<file path="src/rtl/traffic_light_ctrl.sv">
// Two-direction traffic-light phase controller with per-direction seconds countdown.
// Define TRAFFIC_ALL_RED_EN to insert all-red clearance phases between direction changes.
module traffic_light_ctrl #(
  parameter int TICK_DIV     = 50_000_000,
  parameter int GREEN_TIME   = 30,
  parameter int YELLOW_TIME  = 3,
  parameter int ALL_RED_TIME = 2
) (
  input  logic       clk,
  input  logic       rst,
  input  logic       pause,
  output logic [2:0] light_ns,
  output logic [2:0] light_ew,
  output logic [7:0] cnt_ns,
  output logic [7:0] cnt_ew
);

`ifdef TRAFFIC_ALL_RED_EN
  localparam bit ALL_RED_EN = 1'b1;
`else
  localparam bit ALL_RED_EN = 1'b0;
`endif

  localparam int PW = $clog2(TICK_DIV);
  localparam logic [PW-1:0] PRE_MAX = PW'(TICK_DIV - 1);

  localparam logic [7:0] G  = 8'(GREEN_TIME);
  localparam logic [7:0] Y  = 8'(YELLOW_TIME);
  // Clearance adds nothing to the red-side sums when the all-red phases are absent.
  localparam logic [7:0] AR = ALL_RED_EN ? 8'(ALL_RED_TIME) : 8'd0;
  localparam logic [7:0] RST_CNT_EW = G + Y + AR;

  localparam logic [2:0] NS_GREEN  = 3'd0;
  localparam logic [2:0] NS_YELLOW = 3'd1;
  localparam logic [2:0] EW_GREEN  = 3'd3;
  localparam logic [2:0] EW_YELLOW = 3'd4;
`ifdef TRAFFIC_ALL_RED_EN
  localparam logic [2:0] ALL_RED_A = 3'd2;
  localparam logic [2:0] ALL_RED_B = 3'd5;
`endif

  logic [PW-1:0] prescaler;
  logic [2:0]    phase;
  logic [7:0]    remain;
  logic          tick;

  logic [2:0] succ;
  logic [7:0] succ_dur;
  logic       legal;
  logic [2:0] nxt_phase;
  logic [7:0] nxt_remain;

  logic [2:0] d_light_ns, d_light_ew;
  logic [7:0] d_cnt_ns, d_cnt_ew;

  assign tick = (prescaler == PRE_MAX) && !pause;

  always_comb begin
    legal    = 1'b1;
    succ     = NS_GREEN;
    succ_dur = G;
    case (phase)
      NS_GREEN:  begin succ = NS_YELLOW; succ_dur = Y; end
`ifdef TRAFFIC_ALL_RED_EN
      NS_YELLOW: begin succ = ALL_RED_A; succ_dur = AR; end
      ALL_RED_A: begin succ = EW_GREEN;  succ_dur = G;  end
      EW_GREEN:  begin succ = EW_YELLOW; succ_dur = Y;  end
      EW_YELLOW: begin succ = ALL_RED_B; succ_dur = AR; end
      ALL_RED_B: begin succ = NS_GREEN;  succ_dur = G;  end
`else
      NS_YELLOW: begin succ = EW_GREEN;  succ_dur = G; end
      EW_GREEN:  begin succ = EW_YELLOW; succ_dur = Y; end
      EW_YELLOW: begin succ = NS_GREEN;  succ_dur = G; end
`endif
      default:   legal = 1'b0;
    endcase
  end

  always_comb begin
    nxt_phase  = phase;
    nxt_remain = remain;
    if (!legal) begin
      nxt_phase  = NS_GREEN;
      nxt_remain = G;
    end else if (tick) begin
      if (remain > 8'd1) begin
        nxt_remain = remain - 8'd1;
      end else begin
        nxt_phase  = succ;
        nxt_remain = succ_dur;
      end
    end
  end

  // Outputs are decoded from the post-edge state so they carry no extra lag.
  always_comb begin
    d_light_ns = 3'b100;
    d_light_ew = 3'b100;
    d_cnt_ns   = nxt_remain;
    d_cnt_ew   = nxt_remain;
    case (nxt_phase)
      NS_GREEN:  begin d_light_ns = 3'b001; d_cnt_ew = nxt_remain + Y + AR; end
      NS_YELLOW: begin d_light_ns = 3'b010; d_cnt_ew = nxt_remain + AR;     end
      EW_GREEN:  begin d_light_ew = 3'b001; d_cnt_ns = nxt_remain + Y + AR; end
      EW_YELLOW: begin d_light_ew = 3'b010; d_cnt_ns = nxt_remain + AR;     end
`ifdef TRAFFIC_ALL_RED_EN
      ALL_RED_A: d_cnt_ns = nxt_remain + G + Y + AR;
      ALL_RED_B: d_cnt_ew = nxt_remain + G + Y + AR;
`endif
      default: ;
    endcase
  end

  always_ff @(posedge clk) begin
    if (rst) begin
      prescaler <= '0;
      phase     <= NS_GREEN;
      remain    <= G;
      light_ns  <= 3'b001;
      light_ew  <= 3'b100;
      cnt_ns    <= G;
      cnt_ew    <= RST_CNT_EW;
    end else begin
      if (!pause) prescaler <= (prescaler == PRE_MAX) ? '0 : prescaler + 1'b1;
      phase    <= nxt_phase;
      remain   <= nxt_remain;
      light_ns <= d_light_ns;
      light_ew <= d_light_ew;
      cnt_ns   <= d_cnt_ns;
      cnt_ew   <= d_cnt_ew;
    end
  end

endmodule

</file>
<file path="config.mk">
export PLATFORM = sky130hd
export DESIGN_NAME = traffic_light_ctrl
export DESIGN_NICKNAME = d
export VERILOG_FILES = /design/src/rtl/traffic_light_ctrl.sv
export SDC_FILE = /design/constraint.sdc
export NUM_CORES = 1
export LEC_CHECK = 0
export BUFFER_PORTS_ARGS = -buffer_cell sky130_fd_sc_hd__buf_4
export CAP_MARGIN = 20
export CORE_ASPECT_RATIO = 0.7
export CORE_MARGIN = 2
export CORE_UTILIZATION = 50
export CTS_CLUSTER_DIAMETER = 100
export DETAILED_ROUTE_END_ITERATION = 6
export GPL_ROUTABILITY_DRIVEN = 0
export GPL_TIMING_DRIVEN = 0
export PLACE_DENSITY = 0.68
export SETUP_SLACK_MARGIN = 0.02
export SLEW_MARGIN = 20
export SYNTH_ARGS = -nofsm -noshare
export SYNTH_HDL_FRONTEND = slang
export SYNTH_SLANG_ARGS = --single-unit
</file>
<file path="constraint.sdc">
create_clock -name clk -period 3.37 [get_ports clk]
set_input_delay 0.337 -clock clk [delete_from_list [all_inputs] [get_ports clk]]
set_output_delay 0.337 -clock clk [all_outputs]
set_load 0.1 [all_outputs]
</file>
== After elaboration in Yosys (flattened, before gate mapping) ==
Cells that the tools add are included.
Word-level totals
  register bits: 59
  logic and storage cells: 38
Operators by class
  $add $sub $neg: 3
  $lt $le $gt $ge: 1
  equality and inequality tests: 7
  multiplexer cells: 14
  reduce and logical (&&, ||, !) cells: 6
Operator list (number)
  $mux 8: 5
  $add 26x1->26 const B: 1
  $eq 26x26->1 const B: 1
  $mux 26: 1
  $pmux 3 s2: 2
  $mux 3: 3
  $pmux 3 s3: 1
  $add 8x2->8 const B: 1
  $gt 8x1->1 const B: 1
  $sub 8x1->8 const B: 1
  $eq 3x1->1 const B: 2
  $eq 3x2->1 const B: 2
  $eq 3x3->1 const B: 2
  $logic_not 3->1: 2
  $mux 5: 1
  $reduce_or 4->1: 1
  $reduce_or 2->1: 1
  $logic_and 1x1->1: 1
  $logic_not 1->1: 1
  $mux 1: 1

== Longest topological paths before layout ==
  depth after elaboration: 8
  depth in mapped cells: 13

== Worst setup path before layout ==
OpenSTA, ideal clock, no wires.
  path type: register to register
  from: reg remain[0]
  to: reg cnt_ew[6]
  library setup time: 0.072 ns
  arrival: 2.966 ns
  required time: 3.298 ns
  path slack: 0.333 ns
  cell stages (with the launch flop): 14
  path buffers: 1
  period minus slack after synthesis: 3.037 ns
  cells stage by stage: dfxtp_1 inv_1 ha_1 or2_2 clkbuf_1 nand3_1 nor2_1 or3_1 a21oi_1 inv_1 ha_1 nor4_1 and2b_1 mux2i_1
Between the ends
  longest elaborated chain between the ends: 6
RTL lines
  from (decl): line 44  | logic [7:0] remain;
  from (signal assigned): line 126  | remain <= nxt_remain;
  $sub 8x1->8 / $gt 8x1->1 (equally long branches): line 87, 86
  $mux 8 / $mux 3 (equally long branches): line 86  | if (remain > 8'd1) begin
  $mux 8 / $mux 3 (equally long branches): line 85  | end else if (tick) begin
  $mux 8 / $mux 3 (equally long branches): line 82  | if (!legal) begin
  $add 8x2->8 / $logic_not 3->1 (equally long branches): line 102, 101
  $mux 8 *: line 101  | case (nxt_phase)
  to (signal assigned): line 130  | cnt_ew <= d_cnt_ew;
  to (decl): line 15  | output logic [7:0] cnt_ew
Mark *: on every way between the ends. The rest lies on a longest branch, timed or not.
A chain may end at the register's enable or synchronous reset.

== Final worst setup path ==
  from: reg remain[1]
  to: reg cnt_ew[6]
The elaborated chain is that of the path after synthesis.

==> metrics.md <==
| Metric | Value |
|---|---|
| Status | `finished, final reports clean` |
| Hold Path Class | `in -> reg` |
| Power, Total | `1.45 mW` |
| Clock skew | `0.00994 ns` |
| Wl on met1 | `3160 um` |
| Number of synthesized flops with an enable pin | `0` |
| Vias | `2,356` |
| Die height | `66.6 um` |
| Crit path kind | `reg -> reg` |
| WHS | `0.286 ns` |
| CTS tree | `done` |
| Chip width | `93.5 um` |
| Total die area | `0.00623 mm2` |
| Port buffer count | `24` |
| CP Launch Point | `remain[1]` |
| Gr usage total | `0.227` |
| Final instance area | `0.00332 mm2` |
| Slew margin rel. | `0.523` |
| Final setup vio count | `0` |
| Top sig layer | `met4` |
| Least-Margin Pin Slew | `0.711 ns` |
| RSZ-0062 raised after global routing | `false` |
| CP max stage cell | `dfxtp_1` |
| Final-report hold violation count | `0` |
| Nets | `361` |
| Area grow syn2layout | `18.5%` |
| Row count | `22` |
| First-iteration detailed-routing DRC count | `148` |
| Leading cell type in the layout, fill and taps excluded | `dfxtp_1` |
| Vias in the first global route | `2,204` |
| # clock sinks | `59` |
| Most frequent cells in the layout | `dfxtp_1 (58), nor2_1 (51), buf_4 (24)` |
| Post-synth design cell area | `0.00280 mm2` |
| Mapped Nets | `326` |
| Element type at the critical path end | `flop` |
| Clk Latency, worst-skew pair | `0.34 ns` |
| Pleak | `1.28 nW` |
| Hold path depth | `3` |
| Final WL | `6220 um` |
| Max Slew Vio Count | `0` |
| Post-DP HPWL | `4540 um` |
| CP dominant cell by count | `inv_1` |
| Post-route setup slack | `0.232 ns` |
| R2R Path End | `cnt_ew[6]` |
| Routed wl met3 | `407 um` |
| CTS Buf Count | `9` |
| Library cells used by synthesis | `51` |
| Postcts setup bufs | `0` |
| First-pass GRT wire length | `10,700 um` |
| Final period util | `0.931` |
| Cell Chain, Critical Path | `inv_1 > ha_1 > or2_2 > clkbuf_1 > nand3_4 > nor2_1 > or3_1 > a21oi_2 > inv_1 > ha_2 > nor4_4 > and2b_1 > mux2i_1` |
| Share of cells above drive strength 1 | `0.174` |
| Pre-antenna DRT Iters | `4` |
| Min Tclk post-route | `3.14 ns` |
| Clock Path Buffers | `2` |
| DRC Markers | `0` |
| Reg2reg setup slack | `0.23 ns` |
| YS warnings | `0` |
| Initial Util | `0.528` |
| Diode count | `0` |
| Max incr delay on CP | `0.37 ns` |
| Avg Cell Area, Syn | `8.79 um2` |
| Worst VDD drop | `0.000281 V` |
| Post-route insts no fill | `429` |
| Worst EP arrival | `3.39 ns` |
| Initial antenna violation count | `0` |
| Clock root cell | `clkbuf_8` |
| Largest net degree at the start of global routing | `11` |
| Highest Clock Rate | `319 MHz` |
| IO Count | `25` |
| Hold_sp | `pause` |
| Pwr per Cell Area | `437 mW/mm2` |
| CP required | `3.63 ns` |
| Area after DPL | `0.00307 mm2` |
| Post-DR vias/cell | `5.49` |
| Placed Cells | `415` |
| Worst-path clk slew | `0.06 ns` |
| GRT overflow | `0` |
| Register area share after synthesis | `0.421` |
| Syn Inst Count | `319` |
| Ys flop type | `dfxtp_1` |
| Crit Path Max Fanout | `9` |
| R2R depth | `13` |
| Routed len/inst | `14.5 um` |
| Startpoint types | `flop` |
| Reg2Reg Launch Point | `remain[1]` |
| Hold endpoint | `prescaler[0]` |
| Dpl ws | `-0.186 ns` |
| Routed met2 length | `2610 um` |
| #FFs+latches synth | `59` |
| Antenna viol nets, final | `0` |
| Max cap viols | `0` |
| Core Footprint | `0.00531 mm2` |
| Synth async-reset ratio | `0` |
| Htree depth | `3` |
timing repair:
| action | 4_1_cts | 5_1_grt |
|---|---|---|
| setup endpoints to repair | 3 | 4 |
| gates resized for setup | 4 | 6 |
| hold buffers | 0 | 0 |
| pin swaps | 0 | 0 |
synthesized netlist by cell type (2+ instances only):
cell type	number	area [um2]
a21boi_0	2	15.0
a21oi_1	8	40.0
a31oi_1	5	31.3
and3_1	7	43.8
and4_1	2	17.5
and4bb_2	2	25.0
clkbuf_1	9	33.8
dfxtp_1	59	1180
ha_1	4	50.1
inv_1	11	41.3
mux2_2	3	33.8
mux2i_1	9	90.1
nand2_1	22	82.6
nand2b_1	3	18.8
nand3_1	13	65.1
nand4_1	6	37.5
nor2_1	52	195
nor2b_1	2	12.5
nor3_1	8	40.0
nor3b_1	2	15.0
nor4_1	11	68.8
nor4_4	2	42.5
o211ai_1	2	15.0
o21ai_0	8	40.0
o31a_1	2	17.5
o31ai_1	4	30.0
or2_1	2	12.5
or2_2	2	12.5
or3_1	6	37.5
xnor2_1	13	114
xor2_1	18	158
cells by family after synthesis:
family | after synthesis | synth area share
buffers and inverters | 22 | 0.0299
AOI/OAI and AO/OA | 36 | 0.0826
DFF | 59 | 0.421
xor gates and xnor gates | 31 | 0.0969
and+or+nand+nor | 154 | 0.303
muxes | 13 | 0.0482
adders and majority gates | 4 | 0.0179
layout make-up:
type | instances | area [um2]
Tap cell | 72 | 90.1
Fill cell | 483 | 1990
Clock buffer | 12 | 165
Sequential cell | 59 | 1180
Timing Repair Buffer | 24 | 180
Clock inverter | 2 | 35.0
Buffer | 11 | 42.5
Inverter | 11 | 41.3
Multi-Input combinational cell | 238 | 1580
power by group:
group | leakage (nW) | switching (mW) | internal [mW]
logic | 0.699 | 0.0639 | 0.0237
clock network | 0.104 | 0.258 | 0.392
registers | 0.477 | 0.00603 | 0.706
total | 1.28 | 0.328 | 1.12
worst max path at each step:
stage | endpoint | cells after the start
3_5_place_dp | cnt_ew[6] | 13
3_3_place_gp | cnt_ew[6] | 13
2_1_floorplan | cnt_ew[6] | 13
6_report | cnt_ew[6] | 13
5_1_grt | cnt_ew[6] | 13
4_1_cts | cnt_ew[6] | 13
metrics by stage:
stage / TNS (ns) / utilization
3_5_place_dp: -0.244 / 0.578
5_1_grt: 0 / 0.625
6_report: 0 / 0.625
3_3_place_gp: -0.0859 / 0.578
2_1_floorplan: 0 / -
4_1_cts: 0 / 0.619
flip-flops by register name (all words and copies together) (netlist names):
name and count:
prescaler 26, light_ns 3, phase 3, light_ew 3, cnt_ew 8, cnt_ns 8
remain 8
routing by layer:
metal	global-route usage	vias up
li1	-	1190
met1	0.322	1097
met2	0.326	63
met3	0.0679	6
met4	0.0809	0
met5	0	-
worst max-delay path, delay by kind of cell, from the launching register on:
kind / cells / cell delay [ns]
and+or+nand+nor: 6 / 1.38
adders and majority gates: 2 / 0.47
buffers and inverters: 3 / 0.38
DFF: 1 / 0.37
AOI/OAI and AO/OA: 1 / 0.25
muxes: 1 / 0.20
Power figures use the tool's default switching activity.
